**src/rtl/menu_pkg.sv**
```systemverilog
// Shared types and helpers for the menu controller.
package menu_pkg;

   typedef enum logic [1:0] {
      NAV,
      CONFIRM,
      DONE
   } state_t;

   typedef struct packed {
      logic [2:0] r;
      logic [2:0] g;
      logic [1:0] b;
   } rgb8_t;

   localparam int FRAME_TICK_H = 0;

   function automatic int idx_w(input int n);
      return $clog2(n);
   endfunction

endpackage

```
**src/rtl/btn_edge.sv**
```systemverilog
// Two-flop synchroniser for a raw push-button plus a rising-edge pulse.
module btn_edge (
   input  logic clock,
   input  logic reset,
   input  logic btn,
   output logic rise
);

   logic sync1_q, sync1_d;
   logic sync2_q, sync2_d;
   logic prev_q, prev_d;

   always_comb begin
      sync1_d = btn;
      sync2_d = sync1_q;
      prev_d  = sync2_q;
   end

   always_ff @(posedge clock) begin
      if (reset) begin
         sync1_q <= 1'b0;
         sync2_q <= 1'b0;
         prev_q  <= 1'b0;
      end else begin
         sync1_q <= sync1_d;
         sync2_q <= sync2_d;
         prev_q  <= prev_d;
      end
   end

   assign rise = sync2_q & ~prev_q;

endmodule

```
**src/rtl/menu_ctrl.sv**
```systemverilog
// Frame-synchronous menu controller: cursor FSM, sprite placement, pixel merge.
// Define MENU_BLINK_EN to blink the selected sprite every 8 frames in CONFIRM.
module menu_ctrl
   import menu_pkg::*;
#(
   parameter int N_BTN       = 4,
   parameter int BASE_X      = 280,
   parameter int BASE_Y      = 150,
   parameter int STEP_Y      = 40,
   parameter int V_ACTIVE    = 480,
   parameter int HOLD_FRAMES = 30
) (
   input  logic                       clock,
   input  logic                       reset,
   input  logic [9:0]                 hcount,
   input  logic [9:0]                 vcount,
   input  logic                       btn_up,
   input  logic                       btn_down,
   input  logic                       btn_sel,
   input  logic [N_BTN-1:0]           spr_data,
   input  logic [8*N_BTN-1:0]         spr_rgb,
   output logic [N_BTN-1:0]           spr_en,
   output logic [10*N_BTN-1:0]        spr_posx,
   output logic [10*N_BTN-1:0]        spr_posy,
   output logic [2:0]                 red,
   output logic [2:0]                 green,
   output logic [1:0]                 blue,
   output logic                       data,
   output logic [idx_w(N_BTN)-1:0]    cursor,
   output logic [idx_w(N_BTN)-1:0]    choice,
   output logic                       choice_valid
);

   localparam int IW = idx_w(N_BTN);
   localparam int CW = $clog2(HOLD_FRAMES + 1);
   localparam logic [N_BTN-1:0] EN_ONE = 1;
   localparam logic [N_BTN-1:0] EN_ALL = '1;

   if (BASE_Y + (N_BTN - 1) * STEP_Y >= 1024 ||
       N_BTN < 2 || N_BTN > 8 || HOLD_FRAMES < 1) begin : g_bad
      $error("menu_ctrl: parameter out of range");
   end

   for (genvar i = 0; i < N_BTN; i++) begin : g_pos
      assign spr_posx[10*i +: 10] = 10'(BASE_X);
      assign spr_posy[10*i +: 10] = 10'(BASE_Y + i * STEP_Y);
   end

   logic up_rise, down_rise, sel_rise;

   btn_edge u_up   (.clock(clock), .reset(reset), .btn(btn_up),   .rise(up_rise));
   btn_edge u_down (.clock(clock), .reset(reset), .btn(btn_down), .rise(down_rise));
   btn_edge u_sel  (.clock(clock), .reset(reset), .btn(btn_sel),  .rise(sel_rise));

   logic frame_tick;
   assign frame_tick = (hcount == 10'(FRAME_TICK_H)) &&
                       (vcount == 10'(V_ACTIVE));

   state_t          state_q, state_d;
   logic [IW-1:0]   cursor_q, cursor_d;
   logic [IW-1:0]   choice_q, choice_d;
   logic            cv_q, cv_d;
   logic [N_BTN-1:0] en_q, en_d;
   logic [CW-1:0]   cnt_q, cnt_d;
   logic            pu_q, pu_d, pd_q, pd_d, ps_q, ps_d;
   rgb8_t           rgb_q, rgb_d;
   logic            data_q, data_d;
`ifdef MENU_BLINK_EN
   logic [2:0]      blink_q, blink_d;
`endif

   logic            up_f, down_f, sel_f;
   logic            win_hit;
   logic [IW-1:0]   win_idx;
   rgb8_t           win_rgb;

   always_comb begin
      state_d  = state_q;
      cursor_d = cursor_q;
      choice_d = choice_q;
      cv_d     = 1'b0;
      en_d     = en_q;
      cnt_d    = cnt_q;
`ifdef MENU_BLINK_EN
      blink_d  = blink_q;
`endif
      up_f     = pu_q | up_rise;
      down_f   = pd_q | down_rise;
      sel_f    = ps_q | sel_rise;
      pu_d     = up_f;
      pd_d     = down_f;
      ps_d     = sel_f;

      unique case (state_q)
         NAV: begin
            if (frame_tick) begin
               pu_d = 1'b0;
               pd_d = 1'b0;
               ps_d = 1'b0;
               if (sel_f) begin
                  state_d = CONFIRM;
                  cnt_d   = CW'(HOLD_FRAMES - 1);
                  en_d    = EN_ONE << cursor_q;
`ifdef MENU_BLINK_EN
                  blink_d = 3'd0;
`endif
               end else if (up_f && !down_f) begin
                  if (cursor_q == '0) cursor_d = IW'(N_BTN - 1);
                  else                cursor_d = cursor_q - IW'(1);
               end else if (down_f && !up_f) begin
                  if (cursor_q == IW'(N_BTN - 1)) cursor_d = '0;
                  else                            cursor_d = cursor_q + IW'(1);
               end
            end
         end
         CONFIRM: begin
            // Presses are dropped for the whole hold period.
            pu_d = 1'b0;
            pd_d = 1'b0;
            ps_d = 1'b0;
            if (frame_tick) begin
               if (cnt_q == '0) begin
                  state_d  = DONE;
                  choice_d = cursor_q;
                  cv_d     = 1'b1;
                  en_d     = EN_ALL;
               end else begin
                  cnt_d = cnt_q - CW'(1);
`ifdef MENU_BLINK_EN
                  blink_d = blink_q + 3'd1;
                  if (blink_q == 3'd7) en_d = en_q ^ (EN_ONE << cursor_q);
`endif
               end
            end
         end
         DONE: begin
            state_d = NAV;
         end
         default: state_d = NAV;
      endcase
   end

   always_comb begin
      win_hit = 1'b0;
      win_idx = '0;
      win_rgb = '0;
      for (int i = N_BTN - 1; i >= 0; i--) begin
         if (spr_data[i]) begin
            win_hit = 1'b1;
            win_idx = IW'(i);
            win_rgb = spr_rgb[8*i +: 8];
         end
      end
      data_d = win_hit;
      rgb_d  = rgb_q;
      if (win_hit) begin
         if (win_idx == cursor_q && state_q == NAV) rgb_d = ~win_rgb;
         else                                       rgb_d = win_rgb;
      end
   end

   always_ff @(posedge clock) begin
      if (reset) begin
         state_q  <= NAV;
         cursor_q <= '0;
         choice_q <= '0;
         cv_q     <= 1'b0;
         en_q     <= EN_ALL;
         cnt_q    <= '0;
         pu_q     <= 1'b0;
         pd_q     <= 1'b0;
         ps_q     <= 1'b0;
         rgb_q    <= '0;
         data_q   <= 1'b0;
`ifdef MENU_BLINK_EN
         blink_q  <= 3'd0;
`endif
      end else begin
         state_q  <= state_d;
         cursor_q <= cursor_d;
         choice_q <= choice_d;
         cv_q     <= cv_d;
         en_q     <= en_d;
         cnt_q    <= cnt_d;
         pu_q     <= pu_d;
         pd_q     <= pd_d;
         ps_q     <= ps_d;
         rgb_q    <= rgb_d;
         data_q   <= data_d;
`ifdef MENU_BLINK_EN
         blink_q  <= blink_d;
`endif
      end
   end

   assign spr_en       = en_q;
   assign red          = rgb_q.r;
   assign green        = rgb_q.g;
   assign blue         = rgb_q.b;
   assign data         = data_q;
   assign cursor       = cursor_q;
   assign choice       = choice_q;
   assign choice_valid = cv_q;

endmodule

```
**config.mk**
```make
export PLATFORM = sky130hd
export DESIGN_NAME = menu_ctrl
export DESIGN_NICKNAME = d
export VERILOG_FILES = /design/src/rtl/menu_pkg.sv /design/src/rtl/btn_edge.sv /design/src/rtl/menu_ctrl.sv
export SDC_FILE = /design/constraint.sdc
export NUM_CORES = 1
export LEC_CHECK = 0
export ABC_AREA = 1
export ABC_CLOCK_PERIOD_IN_PS = 2150
export CAP_MARGIN = 30
export CORE_ASPECT_RATIO = 1.25
export CORE_MARGIN = 3
export CORE_UTILIZATION = 35
export CTS_BUF_LIST = sky130_fd_sc_hd__clkbuf_8
export DETAILED_ROUTE_END_ITERATION = 8
export GPL_ROUTABILITY_DRIVEN = 0
export PLACE_DENSITY = 0.87
export SLEW_MARGIN = 0
export SYNTH_ARGS = -nofsm -noshare
export SYNTH_HDL_FRONTEND = slang
export SYNTH_HIERARCHICAL = 1
export SYNTH_SLANG_ARGS = --single-unit
```
**constraint.sdc**
```tcl
create_clock -name clock -period 2.15 [get_ports clock]
set_input_delay 0.3225 -clock clock [delete_from_list [all_inputs] [get_ports clock]]
set_output_delay 0.3225 -clock clock [all_outputs]
set_load 0.01 [all_outputs]
```
* Word level (Yosys, flattened, before mapping)
Index checks and enable logic that the tools add are counted.
** Storage, ports and cells
- Register bits :: 37
- Latch bits :: 0
- Bits in writable memories :: 0
- Memory bits (read-only) :: 0
- Input port bits :: 61
- Output and inout port bits :: 98
- Word-level logic and storage cells :: 105
- Memories :: 0
** Operators by class
- Add/sub/neg operators :: 3
- Multiply operators :: 0
- Divide/modulo/power cells :: 0
- Order comparisons :: 0
- Equal/unequal tests :: 9
- Shift-type cells :: 1
- Multiplexer cells :: 39
- Bitwise gates (word level) :: 13
- Reduce and logical (&&, ||, !) cells :: 18
** Operators by type and width (count)
- 8-bit 2-to-1 mux :: 5
- 2-bit 2-to-1 mux :: 12
- 5-bit 2-to-1 mux :: 4
- 4-bit 2-to-1 mux :: 4
- 10-bit by 9-bit equality test with 1-bit output (second input constant) :: 1
- 10-bit logical NOT :: 1
- 2-bit inequality test (second input constant) :: 5
- 5-bit one-hot mux with 2 select lines :: 1
- 5-bit AND reduction :: 2
- 1-bit 2-to-1 mux :: 8
- 8-bit NOT :: 1
- 4-bit one-hot mux with 2 select lines :: 1
- 4-bit AND reduction :: 2
- 1-bit NOT :: 6
- 1-bit one-hot mux with 2 select lines :: 3
- 5-bit logical NOT :: 1
- 5-bit by 1-bit subtractor with 5-bit output (second input constant) :: 1
- 1-bit logical AND :: 4
- 2-bit logical NOT :: 2
- 2-bit one-hot mux with 2 select lines :: 1
- 2-bit nonzero test :: 2
- 1-bit by 2-bit left shift with 4-bit output (first input constant) :: 1
- 1-bit AND :: 3
- 1-bit bitwise OR :: 3
- 8 further kinds :: 9

* Depth between registers and ports, before layout
Gate-level depths: netlist of run 1.
- Depth after elaboration :: 7
- Depth in mapped cells :: 11
- Mapped depth without buffers :: 10

* Hierarchy
Netlist of run 1, hierarchy kept.
** By module, submodules not included
- menu_ctrl :: times used 1, cells an instance 358, area an instance 2426.1 sq um
- btn_edge :: times used 3, cells an instance 10, area an instance 86.3 sq um

* Worst setup path after synthesis of run 1
Ideal clock, no wire load.
- Kind :: register -> register
- From :: reg cnt_q[0]
- To :: reg cnt_q[2]
- Setup time :: 0.115 ns
- Data arrival time :: 1.349 ns
- Required time :: 2.035 ns
- Path slack :: 0.686 ns
- Stages on the path, launching flop included :: 10
- Path buffers :: 0
- Cell sequence :: dfxtp_1 -> inv_1 -> ha_1 -> nand2_1 -> nor2_1 -> nand2_1 -> o2111ai_1 -> nand2_1 -> nand2_1 -> nor2_1
** On the way
- Longest elaborated chain between the ends :: 4
- Elaborated cells between the ends (all ways) :: 7
- Those cells by class :: add/sub (1); eq/ne (1); mux (3); reduce/logical (2)
** RTL lines
- from (decl) :: RTL line menu_ctrl.sv:64 : logic [CW-1:0] cnt_q, cnt_d;
- from (signal assigned) :: RTL line menu_ctrl.sv:184 : cnt_q <= cnt_d;
- 5-bit by 1-bit subtractor with 5-bit output :: RTL line menu_ctrl.sv:128 : cnt_d = cnt_q - CW'(1);
- 5-bit 2-to-1 mux :: RTL line menu_ctrl.sv:122 : if (cnt_q == '0) begin
- 5-bit 2-to-1 mux :: RTL line menu_ctrl.sv:121 : if (frame_tick) begin
- 5-bit one-hot mux with 2 select lines :: RTL line menu_ctrl.sv:94 : unique case (state_q)
Parallel ways exist; a longest one is shown, timed or not. The select of a mux whose other input is x is not followed.
A chain may end at the register's enable or synchronous reset.

* Final worst setup path of run 1
- From :: reg cnt_q[0]
- To :: reg choice_q[0] (netlist: choice[0])
** On the way
- Longest elaborated chain between the ends :: 2
** RTL lines
- 5-bit logical NOT :: RTL line menu_ctrl.sv:122
- 3-bit AND reduction (no source line)
- to (signal assigned) :: RTL line menu_ctrl.sv:181 : choice_q <= choice_d;
- to (decl) :: RTL line menu_ctrl.sv:61 : logic [IW-1:0] choice_q, choice_d;
Every way passes these cells.

==> results of run 1 <==
==> power by group through the flow <==
stage          Sequential (uW)  Clock (uW)  Combinational [uW]
2_1_floorplan              747           0                 309
3_3_place_gp               739           0                 370
3_5_place_dp               740           0                 377
4_1_cts                    724         512                 378
5_1_grt                    727         549                 421
6_report                   724         500                 380
==> cells by family (layout without fill, tap and decap cells) <==
| kind of cell | Yosys count | after routing | share of synthesized area |
|---|---|---|---|
| fa+ha+maj | 6 | 6 | 0.0280 |
| buf+inv | 130 | 135 | 0.317 |
| xor+xnor | 2 | 2 | 0.00652 |
| simple gates | 165 | 165 | 0.269 |
| other cells | 2 | 80 | 0.00280 |
| compound gates | 46 | 46 | 0.100 |
| flops | 37 | 37 | 0.276 |
==> worst min-delay path by stage <==
stage | start | to | slack, ns
floorplan | u_down/sync1_q | u_down/prev_d | 0.39
global placement | u_sel/sync1_q | u_sel/prev_d | 0.39
detailed placement | u_sel/sync1_q | u_sel/prev_d | 0.40
CTS | u_sel/sync1_q | u_sel/prev_d | 0.41
global route | u_down/sync1_q | u_down/prev_d | 0.42
finish | u_sel/sync1_q | u_sel/prev_d | 0.40
==> Yosys cell counts <==
library cell	instances
buf_4	80
o31ai_1	1
dlymetal6s2s_1	1
or2_4	1
o21ai_1	7
ha_1	6
clkbuf_1	1
inv_1	40
or2_0	1
nand3_1	16
nand4_1	9
or2_2	3
a22oi_1	8
xor2_1	2
a31oi_1	1
nand2_2	3
clkbuf_8	2
buf_6	4
nand2_4	1
a21oi_2	1
nand2_1	63
inv_2	1
inv_6	1
a21oi_1	18
o2111ai_1	3
o21ai_0	7
nor2_2	2
nor3_1	2
dfxtp_1	37
conb_1	2
nor2_4	2
nor2_1	61
nor4_2	1
==> worst max-delay path: cells and delay by family, from the launching register on <==
kind | cells | cell delay (ns)
and+or+nand+nor | 5 | 0.66
DFF | 1 | 0.32
AOI/OAI and AO/OA | 2 | 0.28
buffers and inverters | 2 | 0.21
adders and majority gates | 1 | 0.21
==> per-layer routing <==
layer / up-vias / part of all wire / GRT usage
li1: 1227 / - / -
met1: 1080 / 0.35 / 0.129
met2: 110 / 0.54 / 0.233
met3: 10 / 0.096 / 0.0388
met4: 0 / 0.019 / 0.0498
met5: - / 0 / 0
==> metrics by stage <==
step           total power [uW]  utilization  hold slack, ns  std cells
2_1_floorplan              1060            -           0.388        466
3_3_place_gp               1110        0.437           0.390        555
3_5_place_dp               1120        0.437           0.397        555
4_1_cts                    1610        0.450           0.409        563
5_1_grt                    1700        0.450           0.422        563
6_report                   1600        0.450           0.405        563
==> flip-flops by register name, summed over array words and instances (netlist names), 2 cells and up <==
| register | cells |
|---|---|
| cursor | 2 |
| green | 3 |
| spr_en | 4 |
| cnt_q | 5 |
| blue | 2 |
| choice | 2 |
| state_q | 2 |
| red | 3 |
==> placed cells by master, fill, tap and decap left out <==
cell	instances
clkinvlp_4	1
dfxtp_1	37
nand2_4	1
a21oi_1	18
nor3_1	2
o21ai_0	7
nor2_2	2
o31ai_1	1
nand3_1	16
clkinv_4	1
xor2_1	2
nor2_4	2
nand2_1	63
o21ai_1	7
nand4_1	9
nor4_2	1
o2111ai_1	3
ha_1	6
clkdlybuf4s50_1	78
buf_4	7
clkbuf_8	5
or2_2	3
a22oi_1	8
inv_2	1
inv_1	40
or2_4	1
or2_0	1
a21oi_2	1
conb_1	80
nor2_1	61
a31oi_1	1
nand2_2	3
inv_6	2
==> area by class of cell <==
cell class,count,area share
multi-input combinational,299,0.416
tap,92,0.0346
timing repair buffer,85,0.250
inverter,42,0.0488
clock inverter,3,0.00751
sequential,37,0.222
clock buffer,5,0.0207
==> impl_summary.txt, run 1 <==
----------------------------------------------------
[Clocking]
  Cell at the root of the clock tree ... clkbuf_8
  Largest buffer count on any clock path ... 2
  TritonCTS buffer count ... 5
  Sinks on Clock Net ... 37
  Clk_lat worst skew ... approximately 0.29 ns
  Postcts setup bufs ... 0
  Maximum level of the CTS H-tree ... 2
  Number of hold-repair buffers added at the cts stage ... 0
  Clock slew seen by the registers of the worst setup and hold paths ... ~0.080 ns
  TritonCTS clock tree ... built
  Cells resized by post-CTS repair ... 0

[Global route]
  Maximum number of pins on one net before global-route repair ... 17
  Vias in the first global route ... 2188
  Initial antenna violation count ... 0
  Sum of overflow across all layers after global routing ... 0
  Global-route total usage across every layer ... 0.126
  Wire length of the first global-routing pass ... just over 9 mm

[Power]
  Leakage power summed over all cells ... roughly 0.0016 uW
  Power per unit of standard cell area ... just under 500 nW/um2
  Part of the power in combinational logic ... 0.237
  Switching power ... ~480 uW
  Worst-case vdd ir drop ... 0.000268 V
  Internal power ... between 1000 and 1500 uW
  Sequential group share of total power ... 0.451
  Clock group share of total power ... 0.312
  Sw Ratio ... 0.297

[Status]
  Run status ... completed

[Floorplanning]
  Die extent in y ... ~100 um
  # IOs ... 159
  Horizontal extent of the die ... 84.3 um
  Number of core rows ... 35
  Starting density of the core ... 0.363
  Total die area ... roughly 8800 um2
  Area inside the core boundary ... 7400 um2

[Synthesis]
  Gate Count Post-Synth ... 388
  Netlist cell types ... 33
  Proportion of netlist area held by the largest area contributor ... 0.276
  Mean area per synthesized cell ... about 6.9 um2
  Post-synthesis cell type with the largest combined area ... dfxtp_1
  Flops & latches, synth ... 37
  Dominant cells by area after synthesis ... dfxtp_1 28%, buf_4 22%, nand2_1 8.8%
  Share of the yosys chip area belonging to registers ... 0.276
  Post-Syn Area ... roughly 2700 um2
  Synthesis warning total ... 6

[Worst setup path]
  CP Max Fanout ... 5
  Worst Reg-to-Reg Cells ... 10
  Worst setup EP type ... flop
  Arrival time at the worst endpoint ... roughly 2 ns
  Slowest cell on the critical path ... dfxtp_1
  Setup slack of the most critical reg-to-reg path ... between 0.4 and 0.5 ns
  Reg2Reg Capture Point ... choice[0]
  Category of the worst setup path launch point ... flop
  Critical path's largest stage delay ... 0.32 ns
  Crit path launch ... cnt_q[0]
  R2R Path Start ... cnt_q[0]
  Critical Path End ... choice[0]
  Worst Path Required ... 2.37 ns
  Category of the critical setup timing path ... flop to flop
  Series of cell instances along the critical path ... inv_1 -> ha_1 -> nand2_1 -> nor2_1 -> nand2_1 -> inv_1 -> nand2_1 -> nor2_1 -> o21ai_0 -> a21oi_1
  Cell repeated most along the worst path ... nand2_1

[Drt]
  Starting DRT DRC Count ... 112
  First-pass detailed-route iteration total ... 4
  WL/cell ... 10.1 um
  Residual DRC ... 0
  Number of vias per cell ... around 4.3
  Total wirelength of the detailed-routed design ... between 5 and 6 mm
  Count of antenna-violating nets left after detailed routing ... 0
  Via count of the routed design ... 2427

[Place]
  DP Area ... 3240 um2
  Worst slack at placement ... around 0.15 ns
  DPL Wire Length ... ~5 mm
  # port buffers ... 78

[STA]
  Highest Clock Rate ... 0.576 GHz
  Post-route setup TNS ... 0 ns
  Slew Limit Fails ... 0
  Final Hold Viols ... 0
  Post-layout worst setup margin ... 0.414 ns
  Fin Clk Skew ... between 0.008 and 0.009 ns
  Final clock period utilization by the worst path ... 0.807
  Number of endpoints failing setup at the final stage ... 0
  Clock period minus final worst setup slack ... ~1.7 ns
  Setup repair after global routing missed its margin ... no

[Flow run]
  MaxCap Viol Count ... 0

[Final layout]
  Area occupied by multi-input gates ... 1390 um2
  Diode count ... 0
  Area taken by flip-flops and latches ... ~740 um2
  Area added between synthesis and finish ... 24.0%
  Area of all placed cells without fillers ... between 3000 and 4000 um2
  Ratio of cells with drive above 1 in the final layout ... 0.0658
  Post-layout net count ... between 500 and 600
  Fill cell total of the finished layout ... between 700 and 800

[Worst hold path]
  Worst hold path depth ... 2
  Hold/Removal Path Class ... flop to flop

----------------------------------------------------
No activity file was read; power rests on OpenSTA's default activity.
==> run 2: changes to the inputs <==
--- a/config.mk
+++ b/config.mk
@@ -6,7 +6,7 @@
 export NUM_CORES = 1
 export LEC_CHECK = 0
 export ABC_AREA = 1
-export ABC_CLOCK_PERIOD_IN_PS = 2150
+export ABC_CLOCK_PERIOD_IN_PS = 1400
 export CAP_MARGIN = 30
 export CORE_ASPECT_RATIO = 1.25
 export CORE_MARGIN = 3
@@ -14,7 +14,7 @@
 export CTS_BUF_LIST = sky130_fd_sc_hd__clkbuf_8
 export DETAILED_ROUTE_END_ITERATION = 8
 export GPL_ROUTABILITY_DRIVEN = 0
-export PLACE_DENSITY = 0.87
+export PLACE_DENSITY = 0.9
 export SLEW_MARGIN = 0
 export SYNTH_ARGS = -nofsm -noshare
 export SYNTH_HDL_FRONTEND = slang
==> constraint.sdc (replaced) <==
create_clock -name clock -period 1.4 [get_ports clock]
set_input_delay 0.21 -clock clock [delete_from_list [all_inputs] [get_ports clock]]
set_output_delay 0.21 -clock clock [all_outputs]
set_load 0.01 [all_outputs]
==> run 2 against run 1 <==
  * The flow now finishes with violations (negative setup slack)
  * Register-to-register slack worse by 0.41 ns
  * Die area stayed put
  * Clock skew is 0.0042 ns higher
  * Routed wire length is 24% higher
  * Flip-flop and latch count stayed put
  * Clock power is 57% higher
  * Utilization is 7.3 points higher
  * Via count is 8.3% higher
  * Sequential power is 53% higher
  * Highest routed layer unchanged
  * Total power is 59% higher
  * Worst hold slack worse by 0.0051 ns
==> impl_summary.txt, run 2 (synthesis gave the netlist of run 1 again) <==
----------------------------------------------------
[Status]
  Run status ... finished with violations
  Violations in the final reports ... negative setup slack

[STA]
  Final Hold Viols ... 0 (unchanged)
  Post-route setup TNS ... -0.185 ns (-0.185 ns)
  Setup repair after global routing missed its margin ... yes
  Final clock period utilization by the worst path ... 1.03
  Slew Limit Fails ... 0 (unchanged)
  Number of endpoints failing setup at the final stage ... 7 (+7)
  Fin Clk Skew ... 0.0129 ns (+0.00425 ns)
  Highest Clock Rate ... 0.692 GHz
  Post-layout worst setup margin ... -0.0446 ns (-0.459 ns)
  Clock period minus final worst setup slack ... 1.44 ns

[Floorplanning]
  Total die area ... 8770 um2 (unchanged)
  Number of core rows ... 35 (unchanged)
  Area inside the core boundary ... 7400 um2 (unchanged)
  Horizontal extent of the die ... 84.3 um (unchanged)
  # IOs ... 159 (unchanged)
  Starting density of the core ... 0.363 (unchanged)
  Die extent in y ... 104 um (unchanged)

[Final layout]
  Area added between synthesis and finish ... 44.0%
  Diode count ... 0 (unchanged)
  Largest register FFs ... 5 (unchanged)
  Register with the highest flop count ... cnt_q
  End-of-flow core utilization ... 0.523 (+0.0725)
  Leading cell types in the layout, fill and taps excluded ... 80 x conb_1, 52 x nand2_1, 49 x nor2_1, 46 x clkdlybuf4s50_1, 40 x buf_4
  Post-layout net count ... 572 (+6.5%)
  Leading cell type in the layout, fill and taps excluded ... conb_1
  Ratio of cells with drive above 1 in the final layout ... 0.223 (+0.158)

[Worst setup path]
  Slowest cell on the critical path ... clkdlybuf4s50_1
  R2R Path Start ... u_up/prev_d
  Category of the worst setup path launch point ... input pin
  Crit path launch ... vcount[2]
  CP Max Fanout ... 6 (+1)
  Critical path's largest stage delay ... 0.40 ns (+0.08 ns)
  Cell repeated most along the worst path ... nand2_1
  Worst setup EP type ... flop
  Category of the critical setup timing path ... input pin to flop
  Reg2Reg Capture Point ... cursor[0]
  Series of cell instances along the critical path ... clkdlybuf4s50_1 -> inv_1 -> nand2_1 -> nor2_2 -> nand3_2 -> nor2_4 -> buf_4 -> o2111ai_4 -> nand2_1 -> nand3_1
  Arrival time at the worst endpoint ... 1.63 ns (-0.33 ns)
  Critical Path End ... spr_en[1]
  Logic depth of the worst setup path including buffers ... 10 (unchanged)
  WP buf/inv ... 3 (+1)
  Cell type group with the largest total delay on the critical path ... simple AND/OR/NAND/NOR gates
  Worst Path Required ... 1.58 ns (-0.79 ns)
  Setup slack of the most critical reg-to-reg path ... 0 ns (-0.41 ns)
  Worst Reg-to-Reg Cells ... 10 (unchanged)

[Drt]
  First-pass detailed-route iteration total ... 4 (unchanged)
  Total wirelength of the detailed-routed design ... 7.06 mm (+24%)
  Count of antenna-violating nets left after detailed routing ... 0 (unchanged)
  Starting DRT DRC Count ... 114 (+1.8%)
  Via count of the routed design ... 2629 (+8.3%)
  WL/cell ... 11.8 um (+17%)
  Residual DRC ... 0 (unchanged)
  Number of vias per cell ... 4.40 (+2.0%)

[Clocking]
  Maximum level of the CTS H-tree ... 2 (unchanged)
  Sinks on Clock Net ... 37 (unchanged)
  Clk_lat worst skew ... 0.30 ns (about the same)
  TritonCTS buffer count ... 5 (unchanged)
  Cell at the root of the clock tree ... clkbuf_8
  TritonCTS clock tree ... built
  Largest buffer count on any clock path ... 2 (unchanged)
  Clock slew seen by the registers of the worst setup and hold paths ... 0.08 ns (about the same)

[Power]
  Leakage power summed over all cells ... 0.00200 uW (+26%)
  Power per unit of standard cell area ... 661 nW/um2 (+37%)
  Worst-case vdd ir drop ... 0.000354 V (+32%)

[Global route]
  Initial antenna violation count ... 0 (unchanged)
  Wire length of the first global-routing pass ... 10.2 mm (+8.6%)
  Maximum number of pins on one net before global-route repair ... 17 (unchanged)
  Sum of overflow across all layers after global routing ... 0 (unchanged)
  Vias in the first global route ... 2394 (+9.4%)
  Global-route total usage across every layer ... 0.137 (+0.0109)

[Worst hold path]
  Hold/Removal Path Class ... flop to flop

[Flow run]
  MaxCap Viol Count ... 0 (unchanged)

[Place]
  # port buffers ... 78 (unchanged)
  DPL Wire Length ... 5.05 mm (+3.4%)
  Worst slack at placement ... -0.392 ns (-0.543 ns)

----------------------------------------------------
==> run 2: cell types whose count changed in the layout (fill, tap and decap cells not counted), moves of 6 or more <==
cell             before  now
inv_2                 1    8
dlygate4sd2_1         0   10
nor2_4                2    8
nor2_1               61   49
nor2_2                2    8
dfxtp_1              37   31
nand2_1              63   52
clkdlybuf4s50_1      78   46
nand2_2               3   12
inv_1                40   33
dlymetal6s2s_1        0   20
buf_4                 7   40
==> run 2: stage by stage <==
stage | hold slack [ns] | cells | area [um2] | total power, uW
after floorplan | 0.281 | 466 | 2980 | 1620
after global placement | 0.390 | 580 | 3440 | 1730
after detailed placement | 0.397 | 580 | 3440 | 1740
after CTS | 0.409 | 592 | 3660 | 2520
after global routing | 0.427 | 598 | 3870 | 2670
final | 0.400 | 598 | 3870 | 2550
==> run 2: timing repair <==
action                     CTS  global route
pin swaps                   14            37
setup buffers                4             5
setup endpoints to repair   31            34
resized for setup           45            52
cloned                       0             1
hold buffers                 0             0
==> run 2: how the worst min path moves through the flow <==
| stage | end | depth (start not counted) | start | slack, ns |
|---|---|---|---|---|
| finish | u_up/prev_d | 2 | u_up/sync1_q | 0.40 |
| global route | u_up/prev_d | 2 | u_up/sync1_q | 0.43 |
| CTS | u_up/prev_d | 2 | u_up/sync1_q | 0.41 |
| detailed placement | u_up/prev_d | 2 | u_up/sync1_q | 0.40 |
| global placement | u_sel/prev_d | 2 | u_sel/sync1_q | 0.39 |
| floorplan | u_down/sync1_q | 1 | reset | 0.28 |
==> run 2: power by group <==
group | internal, uW | switching (uW) | leakage [uW]
Sequential | 1090 | 17.3 | 0.000306
Clock | 359 | 426 | 0.0000447
Combinational | 318 | 342 | 0.00165
==> run 2: final cells by class <==
type / instances / area, um2
Multi-Input combinational cell: 299 / 1580
Sequential cell: 37 / 751
Fill cell: 647 / 3530
Timing Repair Buffer: 120 / 1160
Clock buffer: 5 / 68.8
Clock inverter: 3 / 25.0
Inverter: 42 / 163
Tap cell: 92 / 115
==> run 2: layer usage <==
metal  vias to the layer above  GRT usage  part of all wire
met5                         -          0                 0
met1                      1199      0.136              0.35
li1                       1295          -                 -
met2                       120      0.276              0.55
met3                        15     0.0246             0.072
met4                         0     0.0441             0.022
==> run 2: worst min-delay path, delay by kind of cell, from the launching register on <==
| family | cells | cell delay [ns] |
|---|---|---|
| buf+inv | 1 | 0.04 |
| flops | 1 | 0.30 |
| simple gates | 1 | 0.03 |
